File: src/rtl/s382_light_monitor.sv
// On-line observer for the s382 traffic-light lamps: decodes the six lamp drives into a
// phase code, measures per-phase dwell and raises sticky flags for encoding, conflict, order and short-yellow faults.
module s382_light_monitor #(
   parameter int DW      = 8,
   parameter int MIN_YLW = 3
) (
   input  logic          CK,
   input  logic          CLRN,
   input  logic          GRN1,
   input  logic          YLW1,
   input  logic          RED1,
   input  logic          GRN2,
   input  logic          YLW2,
   input  logic          RED2,
   input  logic          ERRCLR,
   output logic [2:0]    PHASE,
   output logic [DW-1:0] DWELL,
   output logic [DW-1:0] LAST_DWELL,
   output logic          PHASE_CHG,
   output logic          SYNCED,
   output logic          ERR_ENC,
   output logic          ERR_CONFLICT,
   output logic          ERR_SEQ,
   output logic          ERR_SHORT,
   output logic          ERR_ANY
);

   typedef enum logic {
      SYNC  = 1'b0,
      TRACK = 1'b1
   } state_t;

   localparam logic [DW-1:0] DWELL_MAX = '1;
   localparam logic [DW-1:0] DWELL_ONE = {{(DW-1){1'b0}}, 1'b1};
   localparam logic [DW-1:0] YLW_MIN   = DW'(MIN_YLW);

   // Stage 1: lamp register. lamp_vld keeps the cleared register from being judged as an encoding fault.
   logic [5:0] lamp_q;
   logic       lamp_vld;

   always_ff @(posedge CK) begin
      if (!CLRN) begin
         lamp_q   <= '0;
         lamp_vld <= 1'b0;
      end else begin
         lamp_q   <= {GRN1, YLW1, RED1, GRN2, YLW2, RED2};
         lamp_vld <= 1'b1;
      end
   end

   logic [2:0] dir1;
   logic [2:0] dir2;
   logic       enc_bad;
   logic       conflict;
   logic [2:0] code;

   always_comb begin
      dir1     = lamp_q[5:3];
      dir2     = lamp_q[2:0];
      enc_bad  = !$onehot(dir1) || !$onehot(dir2);
      conflict = !enc_bad && !dir1[0] && !dir2[0];
      case ({dir1, dir2})
         6'b100_001: code = 3'd0;
         6'b010_001: code = 3'd1;
         6'b001_001: code = 3'd2;
         6'b001_100: code = 3'd3;
         6'b001_010: code = 3'd4;
         default:    code = 3'd7;
      endcase
   end

   // lastdir: 0 = all-red was entered from direction-1 yellow, 1 = from direction-2 yellow.
   state_t        state, state_nx;
   logic          lastdir, lastdir_nx;
   logic [2:0]    phase_nx;
   logic [DW-1:0] dwell_nx;
   logic [DW-1:0] last_nx;
   logic          chg_nx;
   logic          succ_ok;
   logic          seq_hit;
   logic          short_hit;
   logic          enc_hit;
   logic          conf_hit;
   logic          err_enc_nx, err_conf_nx, err_seq_nx, err_short_nx;

   always_comb begin
      succ_ok = 1'b0;
      case (PHASE)
         3'd0:    succ_ok = (code == 3'd1);
         3'd1:    succ_ok = (code == 3'd2) || (code == 3'd3);
         3'd2:    succ_ok = lastdir ? (code == 3'd0) : (code == 3'd3);
         3'd3:    succ_ok = (code == 3'd4);
         3'd4:    succ_ok = (code == 3'd2) || (code == 3'd0);
         default: succ_ok = 1'b0;
      endcase
   end

   always_comb begin
      state_nx   = state;
      phase_nx   = PHASE;
      dwell_nx   = DWELL;
      last_nx    = LAST_DWELL;
      chg_nx     = 1'b0;
      lastdir_nx = lastdir;
      seq_hit    = 1'b0;
      short_hit  = 1'b0;
      if (lamp_vld) begin
         case (state)
            SYNC: begin
               if (code != 3'd7) begin
                  phase_nx = code;
                  dwell_nx = DWELL_ONE;
                  chg_nx   = 1'b1;
                  state_nx = TRACK;
               end else begin
                  phase_nx = 3'd7;
                  dwell_nx = '0;
               end
            end
            TRACK: begin
               if (code == 3'd7) begin
                  phase_nx = 3'd7;
                  dwell_nx = '0;
                  last_nx  = DWELL;
                  chg_nx   = 1'b1;
                  state_nx = SYNC;
               end else if (code == PHASE) begin
                  if (DWELL != DWELL_MAX) dwell_nx = DWELL + DWELL_ONE;
               end else begin
                  // A yellow is judged short only when a legal phase takes over from it.
                  seq_hit   = !succ_ok;
                  short_hit = ((PHASE == 3'd1) || (PHASE == 3'd4)) && (DWELL < YLW_MIN);
                  if (PHASE == 3'd1) lastdir_nx = 1'b0;
                  if (PHASE == 3'd4) lastdir_nx = 1'b1;
                  phase_nx = code;
                  last_nx  = DWELL;
                  dwell_nx = DWELL_ONE;
                  chg_nx   = 1'b1;
               end
            end
            default: state_nx = SYNC;
         endcase
      end
   end

   // A fresh error outranks ERRCLR in the same cycle.
   always_comb begin
      enc_hit      = lamp_vld && enc_bad;
      conf_hit     = lamp_vld && conflict;
      err_enc_nx   = (ERR_ENC && !ERRCLR) || enc_hit;
      err_conf_nx  = (ERR_CONFLICT && !ERRCLR) || conf_hit;
      err_seq_nx   = (ERR_SEQ && !ERRCLR) || seq_hit;
      err_short_nx = (ERR_SHORT && !ERRCLR) || short_hit;
   end

   always_ff @(posedge CK) begin
      if (!CLRN) begin
         state        <= SYNC;
         lastdir      <= 1'b0;
         PHASE        <= 3'd7;
         DWELL        <= '0;
         LAST_DWELL   <= '0;
         PHASE_CHG    <= 1'b0;
         ERR_ENC      <= 1'b0;
         ERR_CONFLICT <= 1'b0;
         ERR_SEQ      <= 1'b0;
         ERR_SHORT    <= 1'b0;
         ERR_ANY      <= 1'b0;
      end else begin
         state        <= state_nx;
         lastdir      <= lastdir_nx;
         PHASE        <= phase_nx;
         DWELL        <= dwell_nx;
         LAST_DWELL   <= last_nx;
         PHASE_CHG    <= chg_nx;
         ERR_ENC      <= err_enc_nx;
         ERR_CONFLICT <= err_conf_nx;
         ERR_SEQ      <= err_seq_nx;
         ERR_SHORT    <= err_short_nx;
         ERR_ANY      <= err_enc_nx | err_conf_nx | err_seq_nx | err_short_nx;
      end
   end

   assign SYNCED = (state == TRACK);

endmodule
File: config.mk
export PLATFORM = sky130hd
export DESIGN_NAME = s382_light_monitor
export DESIGN_NICKNAME = d
export VERILOG_FILES = /design/src/rtl/s382_light_monitor.sv
export SDC_FILE = /design/constraint.sdc
export NUM_CORES = 1
export LEC_CHECK = 0
export CAP_MARGIN = 0
export CORE_MARGIN = 10
export CORE_UTILIZATION = 46
export DETAILED_ROUTE_END_ITERATION = 12
export PLACE_DENSITY = 0.78
export SKIP_CTS_REPAIR_TIMING = 1
export SYNTH_ARGS = -nofsm -noshare
export SYNTH_HDL_FRONTEND = slang
export SYNTH_SLANG_ARGS = --single-unit
File: constraint.sdc
create_clock -name CK -period 2.1 [get_ports CK]
set_input_delay 0.42 -clock CK [delete_from_list [all_inputs] [get_ports CK]]
set_output_delay 0.42 -clock CK [all_outputs]
set_load 0.005 [all_outputs]
**Word level (Yosys, flattened, before mapping)**

Index checks and enable logic that the tools add are counted.

- Register bits after elaboration: 34
- Output and inout port bits: 26
- Logic and storage cells: 110

- $add $sub $neg: 5
- Order comparisons: 1
- Equal/unequal tests: 22
- Muxes and demuxes: 31
- Bitwise gates (word level): 6
- Reductions and logical operators: 32

Operators with widths:

| kind | count |
|---|---|
| $mux 8 | 5 |
| $eq 6x4->1 const B | 3 |
| $mux 1 | 17 |
| $pmux 8 s2 | 1 |
| $pmux 3 s5 | 1 |
| $eq 3x2->1 const B | 4 |
| $eq 3x3->1 const B | 3 |
| $logic_and 1x1->1 | 9 |
| $mux 3 | 3 |
| $add 8x1->8 const B | 1 |
| $logic_or 1x1->1 | 8 |
| $lt 8x2->1 const B | 1 |
| $ne 8x8->1 const B | 1 |
| $logic_not 1->1 | 7 |
| $eq 3x1->1 const B | 2 |
| $eq 6x5->1 const B | 1 |
| $eq 6x6->1 const B | 1 |
| $logic_not 3->1 | 2 |
| $ne 3x3->1 const B | 2 |
| $pmux 3 s2 | 1 |
| $reduce_and 2->1 | 3 |
| $pmux 1 s5 | 1 |
| $reduce_and 5->1 | 1 |
| $add 1x1->2 | 2 |
| other kinds (10) | 17 |

**Longest topological paths before layout**

Gate-level depths: netlist of the first run.

- Word-level depth: 13
- Mapped depth: 8
- Depth with buffers taken out: 6

**Least setup slack after synthesis of the first run**

Ideal clock, no wire load.

- Path kind: register to register
- Start point: register lamp_q[0]
- End point: register ERR_ANY
- Data arrival time: 2.221 ns
- Required time: 1.975 ns
- Path slack: -0.246 ns
- Stages on the path, launching flop included: 8
- Path buffers: 1
- Clock period less this slack: 2.346 ns
- Path through: dfxtp_1 buf_2 nand2b_1 or4_4 a21o_1 a2111oi_4 nor4_1 o41a_1

- Word-level cells in the longest chain between the ends: 13
- Elaborated cells on any way between the ends: 44

RTL lines:

| item | RTL line | source |
|---|---|---|
| start, declared | 38 | `logic [5:0] lamp_q;` |
| start signal, assigned | 46 | `lamp_q <= {GRN1, YLW1, RED1, GRN2, YLW2, RED2};` |
| $eq 6x4->1, or another cell as far along | 62 | `case ({dir1, dir2})` |
| $pmux 3 s5 or $add 2x1->2 (tied branches) | 62, 60 |  |
| $eq 3x2->1, or another cell as far along | 90, 91 |  |
| $mux 1, or another cell as far along | 91 | `3'd2: succ_ok = lastdir ? (code == 3'd0) : (code == 3'd3);` |
| $pmux 1 s5 or $logic_or 1x1->1 (tied branches) | 88, 60 |  |
| $logic_not 1->1 (on tied branches) | 131, 61 |  |
| $mux 1 or $logic_and 1x1->1 (tied branches) | 127, 61 |  |
| $mux 1 or $logic_and 1x1->1 (tied branches) | 121, 61 |  |
| $mux 1 or $logic_and 1x1->1 (tied branches) | 108, 149 |  |
| $mux 1 or $logic_or 1x1->1 (tied branches) | 107, 151 |  |
| $logic_or 1x1->1 or $or 1x1->1 (tied branches) | 152, 180 |  |
| $or 1x1->1 | 180 | `ERR_ANY <= err_enc_nx \| err_conf_nx \| err_seq_nx \| err_short_nx;` |
| $or 1x1->1 (*) | 180 |  |
| end signal, assigned | 180 |  |
| end, declared | 25 | `output logic ERR_ANY` |

Every way passes the cells marked *; elsewhere a longest branch is shown, timed or not.
A chain may end at the register's enable or synchronous reset.

**Final worst setup path of the first run**

- Start point: register lamp_q[3]
- End point: register ERR_ANY

The elaborated chain is that of the path after synthesis.

==> results of run 1 <==
-- layout make-up --
cell class	count	area share (%)
Multi-Input combinational cell	152	42.8
Sequential cell	34	25.0
Timing Repair Buffer	70	23.3
Clock buffer	5	2.49
Clock inverter	3	2.49
Tap cell	48	2.17
Inverter	13	1.77
-- sequential cells by signal, summed over array words and instances, names as in the netlist --
| signal | count |
|---|---|
| DWELL | 8 |
| LAST_DWELL | 8 |
| lamp_q | 6 |
| PHASE | 3 |
| ERR_ANY | 1 |
| ERR_CONFLICT | 1 |
| ERR_ENC | 1 |
| ERR_SEQ | 1 |
| ERR_SHORT | 1 |
| PHASE_CHG | 1 |
| SYNCED | 1 |
| lamp_vld | 1 |
| lastdir | 1 |
-- per-layer routing --
layer	GRT usage (%)	wire length [um]	vias up
li1	-	-	899
met1	18.3	2430	858
met2	21.2	2480	82
met3	5.76	431	14
met4	4.77	87	0
met5	0	0	-
-- Yosys cell counts (all sizes together), types with 6 or more instances --
master | instances | share of area, %
mux2i | 9 | 4.9
nor2 | 8 | 1.6
clkbuf | 7 | 1.4
nand4 | 7 | 2.4
nand2 | 27 | 5.5
nand3 | 8 | 2.2
o21ai | 9 | 2.4
and2 | 6 | 2.0
inv | 13 | 2.6
dfxtp | 34 | 37
-- report_power, final --
part	internal, W	leakage, nW	switching (W)
Sequential	0.000661	0.279	0.0000247
Clock	0.000476	0.0683	0.000266
Combinational	0.000148	0.640	0.000125
-- critical path, cell delays in order (launching register included) --
cell       delay [ns]
dfxtp_4          0.38
nand2b_4         0.15
or4_4            0.49
a21o_1           0.20
a2111oi_4        0.35
buf_6            0.20
nor4_4           0.06
o41a_1           0.40
-- worst min path at each step --
stage,end,depth (start not counted)
final,LAST_DWELL[1],2
after global routing,LAST_DWELL[1],2
after CTS,LAST_DWELL[1],2
after detailed placement,LAST_DWELL[7],2
after global placement,LAST_DWELL[4],2
after floorplan,lamp_vld,0
-- logic make-up (layout without fill, tap and decap cells) --
kind of cell / after synthesis / count (layout) / synth area share [%]
adder cells (fa/ha/maj): 3 / 3 / 2.85
flip-flops: 34 / 34 / 37.0
AND/OR/NAND/NOR: 92 / 92 / 27.4
buffers and inverters: 25 / 91 / 5.77
multiplexers: 9 / 9 / 4.89
XOR/XNOR: 5 / 5 / 2.38
AO/OA/AOI/OAI: 43 / 43 / 19.8
-- per-stage QoR --
step | total power (W) | area [um^2] | cells | TNS [ns]
after detailed placement | 0.000925 | 2500 | 313 | -2.78
after CTS | 0.00166 | 2630 | 321 | -4.30
final | 0.00170 | 2760 | 325 | -2.79
after global placement | 0.000920 | 2500 | 313 | -2.42
after global routing | 0.00175 | 2760 | 325 | -4.81
after floorplan | 0.000825 | 1910 | 211 | -0.997
-- layout by cell type (no fill, tap or decap), types with 3 or more instances in the layout --
master,n
and2_1,6
and3_1,3
buf_4,32
clkbuf_8,5
clkdlybuf4s50_1,34
dfxtp_1,28
dfxtp_2,5
inv_1,13
mux2i_1,8
nand2_1,25
nand2b_1,3
nand3_1,7
nand4_1,7
nor2_1,8
nor2b_1,4
nor3_1,4
nor4_1,3
o211ai_1,3
o21a_1,3
o21ai_0,9
or3_1,3
==> qor.csv, run 1 <==
metric,value,unit
final setup violation count,18,
antenna violations before repair,0,
clock skew,0.0114,ns
pwr/cell area,615,nW/um^2
post-DP HPWL,3.64,mm
share of layout cells above drive strength 1,27.4,%
GRT Overall Usage,14.3,%
# nets final,288,
"Max FO, Critical Path",8,
fin worst setup slack,-0.222,ns
# clock sinks,34,
die area,6930,um^2
grt total ovfl,0,
n_diodes,0,
Post-Synthesis Cells,211,
Clock transition at path regs,0.08,ns
Pleak,0.987,nW
Routed Wire Length,5.44,mm
HP Start,LAST_DWELL[1],
R2R depth,7,
global placer's final weighted congestion,0.887,
Max-cap violations,0,
DR iter-0 viols,224,
fmax,0.431,GHz
final core occ,73.3,%
CTS buffer count,5,
pin count of the biggest net entering global routing,37,
"Top FF cell, synth",dfxtp_1,
Std-Cell Rows,22,
critical path launch point type,flop,
first-pass GRT wire length,8.42,mm
clk buf depth,2,
Tmin final,2.32,ns
die span in y,83.3,um
Slew @ Worst Pin,0.473,ns
unique cell type count in the Yosys netlist,53,
Slew HR,68.0,%
Ports,35,
r2r startpoint,lamp_q[3],
VDD IR max,0.708,mV
Hold Crit Class,reg2reg,
reg2reg setup slack,-0.22,ns
"antenna viol nets, final",0,
pre-CTS WS,-0.261,ns
crit share post-route,111,%
asr flop ratio synth,0,%
via count,1853,
Synth Area per Inst,8.73,um^2
number of enable flip-flop cells after synthesis,0,
Max H-tree Level,2,
DRC violations left,0,
IO buf count,34,
total iterations of the first detailed-routing run,4,
# fillers,250,
sequential fraction of the synthesis area,37.0,%
Final Hold Viols,0,
Synth Register Bits,34,
drt wl/cell,16.7,um
worst setup path class,reg2reg,
hold_ws,0.463,ns
failing checks,negative setup slack,
crit path to,ERR_ANY,
width of the chip,83.3,um
Vias/cell,5.70,
crit path DAT,2.51,ns
Required @ worst endpoint,2.29,ns
R2R Path End,ERR_ANY,
Core Region,3770,um^2
CP startpoint,lamp_q[3],
YS warnings,0,
Area Overhead vs Synth,50.0,%
RSZ-0062 raised after global routing,yes,
Mapped Nets,223,
Starting Density,48.8,%
sequential cell area,691,um^2
post-synthesis cell area,1840,um^2
CP Capture Type,flop,
CTS tree,done,
fin. max-slew vios,0,
Multi-input gate area,1180,um^2
root buffer cell,clkbuf_8,
Clock Latency Late Sink,0.30,ns
outcome,"finished, violations left",
vias in the first global route,1729,
Note: power is estimated with default switching activity, not from simulation.
==> inputs of run 2 (changes only) <==
--- a/config.mk
+++ b/config.mk
@@ -7,10 +7,11 @@
 export LEC_CHECK = 0
 export CAP_MARGIN = 0
 export CORE_MARGIN = 10
-export CORE_UTILIZATION = 46
+export CORE_UTILIZATION = 50
 export DETAILED_ROUTE_END_ITERATION = 12
-export PLACE_DENSITY = 0.78
+export PLACE_DENSITY = 0.8
 export SKIP_CTS_REPAIR_TIMING = 1
 export SYNTH_ARGS = -nofsm -noshare
 export SYNTH_HDL_FRONTEND = slang
 export SYNTH_SLANG_ARGS = --single-unit
+export TNS_END_PERCENT = 10
==> constraint.sdc (replaced) <==
create_clock -name CK -period 2.3 [get_ports CK]
set_input_delay 0.46 -clock CK [delete_from_list [all_inputs] [get_ports CK]]
set_output_delay 0.46 -clock CK [all_outputs]
set_load 0.005 [all_outputs]
==> qor.csv, run 2 (same netlist as run 1, synthesis figures left out) <==
metric,value,unit
Core Region,3440,um^2
CTS buffer count,5,
global placer's final weighted congestion,0.915,
Std-Cell Rows,21,
drt wl/cell,16.3,um
R2R Path End,DWELL[2],
highest-count cells in the layout ignoring fill and taps,"clkdlybuf4s50_1 (34), dfxtp_1 (29), nand2_1 (27)",
# nets final,275,
post-DP HPWL,3.61,mm
Slew HR,57.1,%
antenna violations before repair,0,
clock skew,0.0102,ns
Clock transition at path regs,0.07,ns
Final Hold Viols,0,
met3 usage,5.12,%
"commonest non-fill, non-tap cell in the layout",clkdlybuf4s50_1,
critical path launch point type,flop,
Worst Path Buf+Inv,2,
reg2reg setup slack,-0.008,ns
fin worst setup slack,-0.00780,ns
grt total ovfl,0,
failing checks,negative setup slack,
CP startpoint,lamp_q[3],
worst setup path class,reg2reg,
r2r startpoint,lamp_q[3],
total iterations of the first detailed-routing run,4,
Vias/cell,5.84,
Crit-path slowest cell,or4_4,
share of layout cells above drive strength 1,21.2,%
Required @ worst endpoint,2.51,ns
clk buf depth,2,
Crit path depth,8,
vias in the first global route,1734,
fin. max-slew vios,0,
family with the most delay on the worst path,simple AND/OR/NAND/NOR gates,
pre-CTS WS,-0.0806,ns
"Max FO, Critical Path",5,
crit share post-route,100,%
die span in y,80.7,um
pwr/cell area,507,nW/um^2
CP Capture Type,flop,
Max H-tree Level,2,
hold_ws,0.458,ns
DR iter-0 viols,250,
fmax,0.433,GHz
Top Registers,"DWELL x8, LAST_DWELL x8, lamp_q x6",
CP cell instances,nand2b_4 -> or4_4 -> a21o_1 -> a2111oi_4 -> buf_4 -> buf_6 -> nand2_1 -> o32ai_2,
R2R depth,8,
die area,6510,um^2
grt peak-use layer,met2,
Slew @ Worst Pin,0.637,ns
crit path DAT,2.52,ns
first-pass GRT wire length,8.09,mm
root buffer cell,clkbuf_8,
CTS tree,done,
n_diodes,0,
Clock Latency Late Sink,0.29,ns
width of the chip,80.7,um
# clock sinks,34,
Max-cap violations,0,
Routed Wire Length,5.05,mm
Area Overhead vs Synth,38.8,%
Max stage delay on crit path,0.51,ns
VDD IR max,0.402,mV
Pleak,0.896,nW
IO buf count,34,
DRC violations left,0,
setup tns final,-0.00780,ns
final core occ,74.3,%
crit path to,DWELL[2],
Hold Crit Class,reg2reg,
Ports,35,
outcome,"finished, violations left",
grt met1 use,19.1,%
via count,1810,
GRT Overall Usage,15.6,%
pin count of the biggest net entering global routing,37,
final setup violation count,1,
Tmin final,2.31,ns
"antenna viol nets, final",0,
met2 Use GR,24.2,%
Starting Density,53.5,%
RSZ-0062 raised after global routing,yes,
run 2: cell count changes in the layout (fill, tap and decap cells not counted), moves of 2 or more:
cell / previous run / this run
buf_4: 32 / 20
bufinv_16: 2 / 0
nand2_1: 25 / 27
nand2_2: 2 / 0
run 2: metrics by stage:
stage / cells / area, um^2 / power [W]
after floorplan: 211 / 1850 / 0.000741
after global placement: 300 / 2360 / 0.000811
after detailed placement: 300 / 2360 / 0.000816
after CTS: 308 / 2450 / 0.00127
after global routing: 310 / 2560 / 0.00135
final: 310 / 2560 / 0.00130
run 2: worst min-delay path by stage:
stage                        startpoint       endpoint  slack (ns)  cells after the start
after CTS                 LAST_DWELL[3]  LAST_DWELL[3]        0.46                      2
after global routing      LAST_DWELL[3]  LAST_DWELL[3]        0.48                      2
after global placement    LAST_DWELL[3]  LAST_DWELL[3]        0.44                      2
after floorplan           LAST_DWELL[0]  LAST_DWELL[0]        0.45                      2
after detailed placement  LAST_DWELL[0]  LAST_DWELL[0]        0.45                      2
final                     LAST_DWELL[3]  LAST_DWELL[3]        0.46                      2
run 2: worst register-to-register path, delay by kind of cell, from the launching register on:
kind / cells / cell delay, ns
flops: 1 / 0.36
simple gates: 3 / 0.77
compound gates: 3 / 0.75
buf+inv: 2 / 0.34
run 2: final cells by class:
cell class,count,area [um^2]
clock buffers,6,82.6
clock inverters,2,12.5
fillers,257,886
inverters,13,48.8
multi-input cells,152,1140
flip-flops and latches,34,689
well taps,46,57.6
repair buffers,57,527
run 2: layer usage:
layer / wire (um) / share of wire, %
met5: 0 / 0
met4: 102 / 2.0
met3: 474 / 9.4
met2: 2330 / 46
met1: 2140 / 42
run 2: power breakdown:
part / internal (W) / leakage [nW] / total (W) / switching (W)
Clock: 0.000240 / 0.0472 / 0.000461 / 0.000220
Combinational: 0.000109 / 0.570 / 0.000214 / 0.000105
Sequential: 0.000604 / 0.279 / 0.000623 / 0.0000189
Total: 0.000953 / 0.896 / 0.00130 / 0.000344
==> RTL change: new RTL, config.mk and constraints of run 2 <==
Register the output `ERR_SEQ` once more, without a reset; this adds one clock of latency there. The other outputs are not delayed to match.
--- a/src/rtl/s382_light_monitor.sv
+++ b/src/rtl/s382_light_monitor.sv
@@ -34,4 +34,6 @@
    localparam logic [DW-1:0] DWELL_ONE = {{(DW-1){1'b0}}, 1'b1};
    localparam logic [DW-1:0] YLW_MIN   = DW'(MIN_YLW);
+
+   logic ERR_SEQ_s0;
 
    // Stage 1: lamp register. lamp_vld keeps the cleared register from being judged as an encoding fault.
@@ -150,5 +152,5 @@
       err_enc_nx   = (ERR_ENC && !ERRCLR) || enc_hit;
       err_conf_nx  = (ERR_CONFLICT && !ERRCLR) || conf_hit;
-      err_seq_nx   = (ERR_SEQ && !ERRCLR) || seq_hit;
+      err_seq_nx   = (ERR_SEQ_s0 && !ERRCLR) || seq_hit;
       err_short_nx = (ERR_SHORT && !ERRCLR) || short_hit;
    end
@@ -164,5 +166,5 @@
          ERR_ENC      <= 1'b0;
          ERR_CONFLICT <= 1'b0;
-         ERR_SEQ      <= 1'b0;
+         ERR_SEQ_s0   <= 1'b0;
          ERR_SHORT    <= 1'b0;
          ERR_ANY      <= 1'b0;
@@ -176,5 +178,5 @@
          ERR_ENC      <= err_enc_nx;
          ERR_CONFLICT <= err_conf_nx;
-         ERR_SEQ      <= err_seq_nx;
+         ERR_SEQ_s0   <= err_seq_nx;
          ERR_SHORT    <= err_short_nx;
          ERR_ANY      <= err_enc_nx | err_conf_nx | err_seq_nx | err_short_nx;
@@ -184,3 +186,7 @@
    assign SYNCED = (state == TRACK);
 
+   always_ff @(posedge CK) begin
+      ERR_SEQ <= ERR_SEQ_s0;
+   end
+
 endmodule
Formal check against the unedited RTL: not equivalent (Yosys sat finds a counterexample within 4 cycles, from zero or initial values).
==> RTL change against run 2 <==
- area after synthesis up 5.2%
- first-iteration DRC count down 16%
- cell area up 0.20%
- sequential cell count up 1
- wire length down 3.5%
- via count up 0.33%
- total power up 15%
- setup slack better by 150 ps
==> RTL change: results (changes against run 2) <==
[grt]
antenna_found_initial=0  ; unchanged
grt_pass1_vias=1670  ; -3.7%
grt_max_degree=18  ; -51%
grt_pass1_wl_microns=8040  ; -0.59%
grt.total_usage=0.150  ; -0.00583

[power]
ir_worst_vdd_v=0.000414  ; +2.9%
power.leakage_nw=0.924  ; +3.2%

[final_layout]
n_fill_cell=300  ; +17%
buffer_area_frac=0.187  ; -0.0195
buffers=49  ; -14%
layout-drive-gt1-share=0.150  ; -0.0617
nets=277  ; +0.73%
clockNetworkAreaShare=0.0518  ; +0.0146
synthToLayoutAreaGrowth_pct=32.2
top_regs=DWELL x8, LAST_DWELL x8, lamp_q x6
design_area_sq_mm=0.00256  ; +0.20%
multi_input_comb_cells=162  ; +6.6%
nClkBuffers=6  ; unchanged
regArea_sq_um=703  ; +2.0%
multi_input_area_share=0.446  ; +0.000597
inv_count=12  ; -1

[clock_network]
cts.clk_slew.worst_paths_ps=70  ; about the same
cts_buffers=5  ; unchanged
clock_path_buffers=2  ; unchanged
insertion_delay_ps=290  ; about the same

[logic_synthesis]
synthXorXnorAreaFrac=0.0271  ; +0.00335
yosysWarnings=0  ; unchanged
synth_adder_area_share=0.0271  ; -0.00140
muxShareOfSynthArea=0.0594  ; +0.0105
synth_area_leaders=dfxtp_1 (36%), nand2_1 (6.4%), mux2i_1 (5.2%), nor4_1 (3.2%), a31oi_1 (2.6%)
async_reset_ff_frac=0  ; unchanged
synth.yosys.seq_area_share=0.362  ; -0.00781
syn_nets=234  ; +4.9%
yosys_register_bits=35  ; +2.9%
synth_compound_gate_area_share=0.194  ; -0.00389
synthCells=222  ; +5.2%
yosysUniqueCellTypes=54  ; +1.9%
synthTopCellsByCount=dfxtp_1 (35), nand2_1 (33), nor2_1 (13)

[critical_path]
crit_arrival_ps=2360  ; -160 ps
slowest_delay_ps=530  ; +20 ps
cp_max_fo=8  ; +3
timing.critical_path.slowest_stage_cell=or4b_4
endpoint_kind=flop

[placed_design]
globalplace.congestion=0.897  ; -2.0%
dp.cells=305  ; +1.7%
dp_slack_ps=44.9  ; +125 ps
postPlaceCellArea_sq_mm=0.00239  ; +1.3%
dpl.hpwl_microns=3500  ; -2.8%

[detailed_routing]
vias_per_cell=5.78  ; -0.95%
drt_iter0_markers=211  ; -16%
ant_nets=0  ; unchanged
drt_wl_total_microns=4870  ; -3.5%
dr_total_vias=1816  ; +0.33%
dr.pass1.iters=5  ; +1

[sta]
tightest_slew_ps=446  ; -192 ps
skew_ps=9.73  ; -0.433 ps

[outcome]
status=finished clean

[floorplan]
start_util=0.521  ; -0.0139

[worst_hold_path]
hold_path.class=flop to flop

-- RTL change: changes by cell type after synthesis, moves of 5 or more --
cell,change
a31oi_1,+6
nand2_1,+6
nor4_1,+6
nor2_1,+5
-- RTL change: where the power goes --
group	total (W)	leakage (nW)	switching, W	internal, W
clock network	0.000655	0.0654	0.000221	0.000433
registers	0.000639	0.286	0.0000182	0.000621
logic	0.000201	0.573	0.000104	0.0000966
total	0.00149	0.924	0.000344	0.00115
-- RTL change: path summary, 6_finish.rpt --
path	from	endpoint	slack [ps]	cells after the start
max	lamp_q[1]	DWELL[3]	140	7
min	ERR_SEQ_s0	ERR_SEQ	370	0
max reg2reg	lamp_q[1]	DWELL[3]	140	7
min reg2reg	ERR_SEQ_s0	ERR_SEQ	370	0
-- RTL change: per-layer routing --
layer,track usage,vias up,wire (microns)
met5,0,-,0
li1,-,895,-
met3,0.0508,9,461
met1,0.189,814,2080
met2,0.227,98,2250
met4,0.0697,0,79
